<file path="src/rtl/tick_scheduler.sv">
// Run/stop sequencer for the sample-rate tick: modulus-N counter with continuous
// or fixed-length burst operation and tick-aligned divider reconfiguration.
module tick_scheduler #(
  parameter int unsigned DIV_WIDTH   = 32,
  parameter int unsigned CNT_WIDTH   = 16,
  parameter int unsigned DEFAULT_DIV = 1000
) (
  input  logic                 clk,
  input  logic                 rst_n,
  input  logic                 start,
  input  logic                 stop,
  input  logic                 mode,
  input  logic [CNT_WIDTH-1:0] burst_len,
  input  logic                 cfg_valid,
  input  logic [DIV_WIDTH-1:0] cfg_div,
  output logic                 cfg_ready,
  output logic                 tick,
  output logic                 busy,
  output logic                 done,
  output logic [CNT_WIDTH-1:0] tick_idx
);

  typedef enum logic [1:0] {
    S_IDLE = 2'd0,
    S_RUN  = 2'd1,
    S_DONE = 2'd2
  } state_t;

  state_t               state, state_n;
  logic [DIV_WIDTH-1:0] cnt, cnt_n;
  logic [DIV_WIDTH-1:0] div_act, div_act_n;
  logic [DIV_WIDTH-1:0] div_pend, div_pend_n;
  logic [DIV_WIDTH-1:0] div_eff;
  logic                 pend, pend_n;
  logic                 mode_q, mode_n;
  logic [CNT_WIDTH-1:0] blen_q, blen_n;
  logic [CNT_WIDTH-1:0] idx_n;
  logic                 tick_n, busy_n, done_n;
  logic                 wrap, xfer;

  // A divider of 0 behaves like 1: one tick per cycle.
  assign div_eff = (div_act == '0) ? DIV_WIDTH'(1) : div_act;
  assign wrap    = (cnt == div_eff - DIV_WIDTH'(1));
  assign xfer    = cfg_valid && cfg_ready;

  // State and datapath register.
  always_ff @(posedge clk) begin
    if (!rst_n) begin
      state     <= S_IDLE;
      cnt       <= '0;
      div_act   <= DIV_WIDTH'(DEFAULT_DIV);
      div_pend  <= '0;
      pend      <= 1'b0;
      mode_q    <= 1'b0;
      blen_q    <= '0;
      tick_idx  <= '0;
      tick      <= 1'b0;
      busy      <= 1'b0;
      done      <= 1'b0;
      cfg_ready <= 1'b1;
    end else begin
      state     <= state_n;
      cnt       <= cnt_n;
      div_act   <= div_act_n;
      div_pend  <= div_pend_n;
      pend      <= pend_n;
      mode_q    <= mode_n;
      blen_q    <= blen_n;
      tick_idx  <= idx_n;
      tick      <= tick_n;
      busy      <= busy_n;
      done      <= done_n;
      cfg_ready <= !pend_n;
    end
  end

  // Next-state, counter, config and output logic.
  always_comb begin
    state_n    = state;
    cnt_n      = cnt;
    div_act_n  = div_act;
    div_pend_n = div_pend;
    pend_n     = pend;
    mode_n     = mode_q;
    blen_n     = blen_q;
    idx_n      = tick_idx;
    tick_n     = 1'b0;
    done_n     = 1'b0;

    // Pending divider lands immediately when stopped, otherwise only on a wrap.
    if (pend && (state != S_RUN || wrap)) begin
      div_act_n = div_pend;
      pend_n    = 1'b0;
    end
    if (xfer) begin
      div_pend_n = cfg_div;
      pend_n     = 1'b1;
    end

    case (state)
      S_IDLE: begin
        if (start) begin
          state_n = S_RUN;
          cnt_n   = '0;
          idx_n   = '0;
          mode_n  = mode;
          blen_n  = burst_len;
        end
      end
      S_RUN: begin
        if (stop) begin
          state_n = S_IDLE;
        end else if (mode_q && blen_q == '0) begin
          state_n = S_DONE;
        end else begin
          cnt_n = wrap ? '0 : cnt + DIV_WIDTH'(1);
          if (wrap) begin
            tick_n = 1'b1;
            idx_n  = tick_idx + CNT_WIDTH'(1);
            if (mode_q && idx_n == blen_q) state_n = S_DONE;
          end
        end
      end
      S_DONE: begin
        state_n = S_IDLE;
        done_n  = 1'b1;
      end
      default: state_n = S_IDLE;
    endcase

    // busy covers the final tick cycle so it never overlaps done.
    busy_n = (state_n != S_IDLE);
  end

endmodule

</file>
<file path="config.mk">
export PLATFORM = sky130hd
export DESIGN_NAME = tick_scheduler
export DESIGN_NICKNAME = d
export VERILOG_FILES = /design/src/rtl/tick_scheduler.sv
export SDC_FILE = /design/constraint.sdc
export NUM_CORES = 1
export LEC_CHECK = 0
export CAP_MARGIN = 20
export CORE_MARGIN = 10
export CORE_UTILIZATION = 50
export DETAILED_ROUTE_END_ITERATION = 16
export PLACE_DENSITY = 0.72
export SYNTH_ARGS = -nofsm -noshare
export SYNTH_HDL_FRONTEND = slang
export SYNTH_SLANG_ARGS = --single-unit
</file>
<file path="constraint.sdc">
create_clock -name clk -period 7.31 [get_ports clk]
set_input_delay 1.0965 -clock clk [delete_from_list [all_inputs] [get_ports clk]]
set_output_delay 1.0965 -clock clk [all_outputs]
set_load 0.005 [all_outputs]
</file>
# [Yosys cells after proc, flatten, opt, wreduce, memory -nomap -nowiden]
# Cells that the tools add are included.
[classes] addsub=3 muxes=21 bitwise_logic=2 n_eq_ne=9 n_reduce_logical=15
[ops] cell="32-bit 2-to-1 mux" count=5
[ops] cell="16-bit 2-to-1 mux" count=4
[ops] cell="32-bit one-hot mux with 2 select lines" count=1
[ops] cell="32-bit by 1-bit adder with 32-bit output, second input constant" count=1
[ops] cell="32-bit equality test" count=1
[ops] cell="32-bit zero test" count=1
[ops] cell="16-bit one-hot mux with 2 select lines" count=1
[ops] cell="32-bit by 1-bit subtractor with 32-bit output, second input constant" count=1
[ops] cell="16-bit by 1-bit adder with 16-bit output, second input constant" count=1
[ops] cell="16-bit equality test" count=1
[ops] cell="16-bit zero test" count=1
[ops] cell="2-bit 2-to-1 mux" count=5
[ops] cell="2-bit inequality test, second input constant" count=4
[ops] cell="5-bit AND reduction" count=1
[ops] cell="1-bit logical AND" count=4
[ops] cell="1-bit 2-to-1 mux" count=4
[ops] cell="2-bit one-hot mux with 2 select lines" count=1
[ops] cell="4-bit AND reduction" count=1
[ops] cell="2-bit nonzero test" count=2
[ops] cell="4-bit OR reduction" count=1
[ops] cell="2-bit by 1-bit equality test with 1-bit output, second input constant" count=1
[ops] cell="2-bit equality test, second input constant" count=1
[ops] cell="2-bit zero test" count=1
[ops] cell="2-bit by 1-bit inequality test with 1-bit output, second input constant" count=1
[ops] cell="other kinds (4)" count=5
[totals] regBits=136 out_inout_bits=20 input_bits=54

# [Logic depth before layout (Yosys ltp)]
# Gate-level depths: netlist (run 1).
[depth] ltp_word=9 ltp_mapped=18 ltp_nobuf=14

# [Worst setup path before layout (run 1)]
# Ideal clock, no wire load.
[synth_path] path_type="reg2reg" from="register div_act[4]" to="register tick_idx[11]" required_ps=7190 arrival_ps=4147 synth_period_minus_slack_ps=4267 setup_slack_ps=3043 path_stages_with_launch=17 path_cell_list="dfxtp_1 -> buf_6 -> or4_4 -> nor4_2 -> and3_1 -> a31oi_1 -> ha_1 -> nor3b_1 -> nand3_1 -> or3b_2 -> nor3_1 -> nand4_2 -> nor4_4 -> nand3_2 -> buf_6 -> o211a_1 -> o31a_1"
[synth_via] elab_chain_cells=6
[synth_rtl] element="from (decl)" line_no="31" source="logic [DIV_WIDTH-1:0] div_act, div_act_n;"
[synth_rtl] element="from (signal assigned)" line_no="51" source="div_act <= DIV_WIDTH'(DEFAULT_DIV);"
[synth_rtl] element="from (signal assigned)" line_no="64" source="div_act <= div_act_n;"
[synth_rtl] element="32-bit zero test" line_no="42" source="assign div_eff = (div_act == '0) ? DIV_WIDTH'(1) : div_act;"
[synth_rtl] element="32-bit 2-to-1 mux (*)" line_no="42"
[synth_rtl] element="32-bit by 1-bit subtractor with 32-bit output (*)" line_no="43" source="assign wrap = (cnt == div_eff - DIV_WIDTH'(1));"
[synth_rtl] element="32-bit equality test (*)" line_no="43"
[synth_rtl] element="2-bit inequality test (no line) (*)"
[synth_rtl] element="5-bit AND reduction (no line) (*)"
[synth_rtl] element="to (signal assigned)" line_no="69" source="tick_idx <= idx_n;"
[synth_rtl] element="to (decl)" line_no="20" source="output logic [CNT_WIDTH-1:0] tick_idx"
# Every way passes the cells marked *; elsewhere a longest branch is shown, timed or not.
# A chain may end at the register's enable or synchronous reset.

# [Worst setup path in the final report (run 1)]
[layout_path] from="register div_act[17]" to="register div_act[7]"
[layout_via] elab_chain_cells=6
[layout_rtl] element="32-bit zero test" line_no="42"
[layout_rtl] element="32-bit 2-to-1 mux (*)" line_no="42"
[layout_rtl] element="32-bit by 1-bit subtractor with 32-bit output (*)" line_no="43"
[layout_rtl] element="32-bit equality test (*)" line_no="43"
[layout_rtl] element="1-bit logical OR (*)" line_no="91" source="if (pend && (state != S_RUN || wrap)) begin"
[layout_rtl] element="1-bit logical AND (*)" line_no="91"
# Marks and branches as above.

==> results of run 1 <==
[layout by cell type (no fill, tap or decap), types with 3 or more instances in the layout]
| cell type | n |
|---|---|
| a21oi_1 | 63 |
| a31o_2 | 3 |
| a31oi_1 | 9 |
| and2_1 | 14 |
| and3_1 | 19 |
| and4_1 | 4 |
| buf_4 | 4 |
| bufinv_16 | 4 |
| clkbuf_16 | 17 |
| clkdlybuf4s50_1 | 72 |
| clkinv_4 | 3 |
| dfxtp_1 | 136 |
| ha_1 | 3 |
| inv_1 | 9 |
| mux2_2 | 5 |
| mux2i_1 | 11 |
| nand2_1 | 161 |
| nand2b_1 | 6 |
| nand3_1 | 51 |
| nand3b_1 | 3 |
| nand4_1 | 33 |
| nor2_1 | 64 |
| nor2b_1 | 3 |
| nor3_1 | 22 |
| nor4_1 | 29 |
| nor4_2 | 3 |
| o211a_1 | 6 |
| o211ai_1 | 4 |
| o21ai_0 | 41 |
| o22ai_1 | 3 |
| o31a_1 | 6 |
| o31ai_1 | 7 |
| or2_2 | 4 |
| or3_1 | 8 |
| or4_1 | 4 |
| xnor2_1 | 50 |
| xor2_1 | 43 |
[metal layers]
metal | part of all wire, % | up-vias | track usage (%)
met4 | 2.1 | 0 | 7.23
met2 | 42 | 225 | 26.5
met3 | 7.2 | 36 | 5.00
met1 | 48 | 3085 | 26.8
met5 | 0 | - | 0
li1 | - | 3330 | -
[state kept, by name (all words and copies together), names as in the netlist]
signal and cells:
div_pend 32, pend 1, busy 1, blen_q 16, cnt 32, cfg_ready 1, tick 1, state 2
tick_idx 16, div_act 32, mode_q 1, done 1
[cells in the mapped netlist, drive strengths merged (2+ instances only)]
cell	instances	area, um2
and4b	2	20.0
nand3	52	265
a31o	3	26.3
nor4	34	262
o211a	6	60.1
o31a	6	52.6
nor2	65	246
dfxtp	136	2720
inv	9	33.8
a22oi	2	15.0
ha	3	37.5
o22ai	3	18.8
nand3b	3	22.5
nand2b	6	37.5
xnor2	50	438
nor4b	2	47.6
and3	19	119
buf	18	98.8
o211ai	4	30.0
o21ai	41	205
or3b	2	17.5
clkbuf	37	139
nand4	34	219
or2	4	25.0
a31oi	9	56.3
xor2	43	377
o31ai	7	52.6
mux2i	11	110
nor2b	3	18.8
a21oi	63	315
a22o	2	17.5
and2	15	93.8
and4	4	35.0
or3	8	50.1
nand2	161	604
a2111oi	2	17.5
or4	5	41.3
nor3	23	120
mux2	5	56.3
nor3b	2	15.0
[critical path, cell delays in order, from the launching register on]
cell and delay (ps):
dfxtp_1 520, nor4_1 160, and4b_1 250, and3_1 200, a31oi_1 170, ha_1 270
or3b_2 540, nor4_4 590, a21oi_1 250, nor4b_4 400, o2111ai_1 150, and4bb_2 390
a31o_2 870, mux2i_1 280, nand2_1 70
[logic make-up (layout without fill, tap and decap cells)]
kind of cell,count (synthesis),in the layout,share of synthesized area [%]
compound gates,157,157,13.1
xor+xnor,93,93,11.2
fa+ha+maj,3,3,0.518
buf+inv,65,118,3.80
flops,136,136,37.6
mux,16,16,2.30
simple gates,446,446,31.5
[worst max path at each step]
stage | from | endpoint | slack (ps) | depth (start not counted)
after floorplan | div_act[4]$_SDFFE_PN0P_ | tick_idx[11]$_SDFFE_PN0P_ | 3040 | 16
after global placement | div_act[17]$_SDFFE_PN0P_ | div_act[8]$_SDFFE_PN1P_ | 2270 | 14
after detailed placement | div_act[17]$_SDFFE_PN0P_ | div_act[7]$_SDFFE_PN1P_ | 2130 | 14
after CTS | div_act[17]$_SDFFE_PN0P_ | div_act[7]$_SDFFE_PN1P_ | 2130 | 14
after global routing | div_act[17]$_SDFFE_PN0P_ | div_act[6]$_SDFFE_PN1P_ | 1640 | 14
final | div_act[17]$_SDFFE_PN0P_ | div_act[7]$_SDFFE_PN1P_ | 2040 | 14
[stage by stage]
stage,util (%),power (uW),setup WS (ps)
2_1_floorplan,-,920,3040
3_3_place_gp,56.8,980,2270
3_5_place_dp,56.8,983,2130
4_1_cts,61.2,1880,2130
5_1_grt,61.7,1940,1640
6_report,61.7,1880,2040
[cell type report]
cell class                      count  share of cell area [%]
Timing Repair Buffer               79                    9.37
Clock inverter                     11                    2.02
Multi-Input combinational cell    715                    49.1
Tap cell                          180                    2.60
Inverter                           10                   0.434
Clock buffer                       18                    5.07
Sequential cell                   136                    31.4
[where the power goes]
group	total, uW	leakage, uW	internal [uW]	switching (uW)
clock network	900	0.000294	575	325
logic	183	0.00172	80.0	103
registers	793	0.00111	766	27.1
total	1880	0.00312	1420	455
==> flow_summary.json, run 1 <==
{
  "cts_buffers": 17,
  "num_rows": 43,
  "cts_tree": "done",
  "instances_no_fill": 1149,
  "die_y_um": 140,
  "critical_path_class": "flip-flop to flip-flop",
  "seq_area_um2": 2720,
  "htreeDepth": 4,
  "reg2reg_slack_ps": 2040,
  "path_max_fanout": 58,
  "ant_nets": 0,
  "grt_pass1_vias": 5981,
  "drt-initial-drc-count": 548,
  "leakage_uw": 0.00312,
  "synth.avg_cell_area_um2": 7.91,
  "routabilityCongestion": 0.994,
  "grt_pass1_wl_um": 31000,
  "nFillCells": 1264,
  "drive_gt1_share_pct": 6.50,
  "synth-main-ff-cell": "dfxtp_1",
  "final_area_um2": 8660,
  "syn_area_um2": 7240,
  "clkLatencyLatePin_ps": 430,
  "finalSetupViolCount": 0,
  "hold_start": "div_pend[28]$_SDFFE_PN0P_",
  "die_w_um": 140,
  "max_cap_viol_count": 0,
  "whs_ps": 453,
  "yosysWarnings": 0,
  "r2r-end": "div_act[7]$_SDFFE_PN1P_",
  "crit_required_ps": 7600,
  "cts.repair.resized": 0,
  "tns_ps": 0,
  "worst_pin_slew_ps": 1060,
  "via_per_inst": 5.81,
  "grt_setup_unrepaired": "false",
  "slew_violations": 0,
  "ctsHoldBuffers": 0,
  "areaGrowthSynthToFinish_pct": 19.5,
  "grt.total_usage_pct": 18.9,
  "grt_overflow_total": 0,
  "drc": 0,
  "r2r_cells": 14,
  "nNetsFinal": 1016,
  "yosysUniqueCellTypes": 63,
  "vias": 6676,
  "r2r_start": "div_act[17]$_SDFFE_PN0P_",
  "dpl_cell_area_um2": 7980,
  "post_drt_wl_per_cell_um": 16.6,
  "port_buffers": 73,
  "num_antenna_cells": 0,
  "hpwlAfterDp_um": 13800,
  "postCtsSetupBuffers": 0,
  "dr.pass1.iters": 5,
  "die-area_um2": 19700,
  "fin_crit_sh_pct": 72.1,
  "slew_headroom_pct": 29.4,
  "hold_class": "flip-flop to flip-flop",
  "clkTransAtPathRegs_ps": 60,
  "worstSetupEndpointType": "flip-flop",
  "finClkSkew_ps": 10.7,
  "synth-edff-count": 0,
  "ios": 74,
  "status": "completed",
  "grt_max_degree": 68,
  "powerDensity_nw_per_um2": 217,
  "start_kind": "flip-flop",
  "cts_sinks": 136,
  "fmax_mhz": 190,
  "whs_path_depth": 2,
  "start_util_pct": 51.6,
  "layout_min_cycle_time_ps": 5270,
  "synth_fp_nets": 973,
  "hold_viol": 0,
  "arrival_ps": 5560,
  "syn_inst": 916,
  "cts_max_path_buffers": 2,
  "cts_root_buf": "clkbuf_16",
  "wl_um": 19100,
  "peakVddDrop_v": 0.000154,
  "coreArea_um2": 14000,
  "dp_cells": 1117,
  "hold_path_end": "div_pend[28]$_SDFFE_PN0P_",
  "antenna_found_initial": 0,
  "async_flop_share_pct": 0,
  "synth.yosys.seq_area_share_pct": 37.6,
  "ys_ff_latch": 136,
  "multi_input_area_um2": 4250
}
No activity file was read; power rests on OpenSTA's default activity.
==> inputs of run 2 (changes only) <==
--- a/config.mk
+++ b/config.mk
@@ -9,7 +9,7 @@
 export CORE_MARGIN = 10
 export CORE_UTILIZATION = 50
 export DETAILED_ROUTE_END_ITERATION = 16
-export PLACE_DENSITY = 0.72
+export PLACE_DENSITY = 0.74
 export SYNTH_ARGS = -nofsm -noshare
 export SYNTH_HDL_FRONTEND = slang
 export SYNTH_SLANG_ARGS = --single-unit
==> constraint.sdc (replaced) <==
create_clock -name clk -period 4.6 [get_ports clk]
set_input_delay 0.69 -clock clk [delete_from_list [all_inputs] [get_ports clk]]
set_output_delay 0.69 -clock clk [all_outputs]
set_load 0.005 [all_outputs]
==> run 2 against run 1 <==
Compared with the run above: sequential share of layout area is 0.65 points lower; die area is the same; design area rose by 2.2%; non-clock buffer count up 21; hold slack barely moved; setup slack worse by 1800 ps; clock skew shrank 1.6 ps; cell count grew 2.0%; register-to-register slack worse by 1800 ps; sequential power increased by 59%; utilization rose by 1.4 points; via count rose by 0.90%; critical path type unchanged; highest routed layer unchanged.
==> flow_summary.json, run 2 (same netlist as run 1, synthesis figures left out) <==
{
  "cts_root_buf": "clkbuf_16",
  "grt_overflow_total": 0,
  "post_drt_wl_per_cell_um": 17.2,
  "grt.total_usage_pct": 19.7,
  "hpwlAfterDp_um": 14600,
  "antenna_found_initial": 0,
  "powerDensity_nw_per_um2": 330,
  "drc": 0,
  "fin_crit_sh_pct": 94.9,
  "arrival_ps": 4650,
  "critical_path_class": "flip-flop to flip-flop",
  "path_max_fanout": 29,
  "r2r_cells": 17,
  "layout_min_cycle_time_ps": 4360,
  "finalSetupViolCount": 0,
  "cts_buffers": 17,
  "slew_headroom_pct": 30.8,
  "dr.pass1.iters": 5,
  "num_rows": 43,
  "seq_area_um2": 2730,
  "crit_buf_inv": 3,
  "cts_sinks": 136,
  "routabilityCongestion": 0.966,
  "grt_pass1_wl_um": 32300,
  "hold_class": "flip-flop to flip-flop",
  "reg.largest.list": "cnt (32), div_act (32), div_pend (32)",
  "drt-initial-drc-count": 681,
  "cpPeakStageDelay_ps": 610,
  "final_common_cell": "nand2_1",
  "grt_max_degree": 66,
  "status": "completed",
  "peakVddDrop_v": 0.000247,
  "cp_slowest_cell": "or4_4",
  "fmax_mhz": 229,
  "crit_chain": "or4_4 -> nor4_4 -> and3_1 -> a31oi_1 -> ha_1 -> or3b_4 -> nor4_4 -> buf_4 -> buf_4 -> and4b_1 -> nor4b_4 -> o2111ai_1 -> and4bb_4 -> a31o_4 -> buf_12 -> mux2i_2 -> nand2_1",
  "die_y_um": 140,
  "clkLatencyLatePin_ps": 430,
  "ant_nets": 0,
  "clkTransAtPathRegs_ps": 60,
  "layout_common_cells": "161 x nand2_1, 134 x dfxtp_1, 72 x clkdlybuf4s50_1, 64 x nor2_1, 63 x a21oi_1",
  "htreeDepth": 4,
  "multi_input_area_um2": 4290,
  "die-area_um2": 19700,
  "finClkSkew_ps": 9.07,
  "cts_max_path_buffers": 2,
  "whs_path_depth": 1,
  "tns_ps": 0,
  "die_w_um": 140,
  "p_total_uw": 2920,
  "start_kind": "flip-flop",
  "hold_viol": 0,
  "nNetsFinal": 1037,
  "coreArea_um2": 14000,
  "slew_violations": 0,
  "leakage_uw": 0.00322,
  "start_util_pct": 51.6,
  "cp_top_family": "simple AND/OR/NAND/NOR gates",
  "grt_setup_unrepaired": "false",
  "cts_tree": "done",
  "port_buffers": 73,
  "nFillCells": 1227,
  "reg2reg_slack_ps": 240,
  "worstSetupEndpointType": "flip-flop",
  "max_cap_viol_count": 0,
  "vias": 6736,
  "num_antenna_cells": 0,
  "drive_gt1_share_pct": 8.97,
  "ctsHoldBuffers": 0,
  "wl_um": 20200,
  "worst_pin_slew_ps": 1040,
  "grt_pass1_vias": 5989,
  "ios": 74,
  "hold_start": "state[0]$_SDFF_PN0_",
  "via_per_inst": 5.75,
  "areaGrowthSynthToFinish_pct": 22.1,
  "r2r_start": "div_act[4]$_SDFFE_PN0P_",
  "crit_required_ps": 4880,
  "r2r-end": "div_act[6]$_SDFFE_PN1P_",
  "hold_path_end": "done$_SDFF_PN0_"
}
run 2: changes by cell type in the layout (fill, tap and decap cells not counted), moves of 2 or more:
cell / delta
buf_4: +19
bufinv_16: -2
dfxtp_1: -2
clkinv_2: +2
buf_12: +2
dfxtp_2: +2
run 2: repair_timing:
action	in CTS	in global routing
gates resized for setup	0	9
endpoints found under the hold margin	0	0
setup buffers	0	2
setup endpoints to repair	0	46
run 2: cell type report:
type | instances | share of cell area (%)
tap | 180 | 2.55
multi-input combinational | 715 | 48.5
clock inverter | 11 | 1.40
clock buffer | 20 | 5.16
sequential | 136 | 30.8
timing repair buffer | 100 | 11.2
inverter | 10 | 0.424
run 2: worst max path at each step:
stage,startpoint,endpoint,slack [ps],cells after the start
after floorplan,div_act[4]$_SDFFE_PN0P_,tick_idx[11]$_SDFFE_PN0P_,330,16
after global placement,div_act[24]$_SDFFE_PN0P_,tick_idx[11]$_SDFFE_PN0P_,290,14
after detailed placement,div_act[24]$_SDFFE_PN0P_,tick_idx[7]$_SDFFE_PN0P_,150,14
after CTS,div_act[24]$_SDFFE_PN0P_,tick_idx[11]$_SDFFE_PN0P_,130,14
after global routing,div_act[5]$_SDFFE_PN1P_,div_act[6]$_SDFFE_PN1P_,10,17
final,div_act[4]$_SDFFE_PN0P_,div_act[6]$_SDFFE_PN1P_,240,17
run 2: routing by layer:
metal | wire (um) | share of wire (%) | track usage [%] | vias up
li1 | - | - | - | 3370
met1 | 9770 | 48 | 28.3 | 3126
met2 | 8750 | 43 | 28.3 | 215
met3 | 1410 | 7.0 | 4.77 | 25
met4 | 257 | 1.3 | 5.54 | 0
met5 | 0 | 0 | 0 | -
run 2: metrics by stage:
step / util [%] / area, um2 / instances / setup WS, ps / hold WS [ps]
5_1_grt: 63.0 / 8850 / 1172 / 11.1 / 475
2_1_floorplan: - / 7240 / 916 / 333 / 422
4_1_cts: 62.2 / 8740 / 1168 / 133 / 453
3_5_place_dp: 58.1 / 8160 / 1137 / 146 / 442
6_report: 63.0 / 8850 / 1172 / 236 / 453
3_3_place_gp: 58.1 / 8160 / 1137 / 288 / 442
run 2: power by group:
group          internal, uW  switching, uW  total (uW)
Clock                   823            525        1350
Combinational           140            174         314
Sequential             1220           39.1        1260
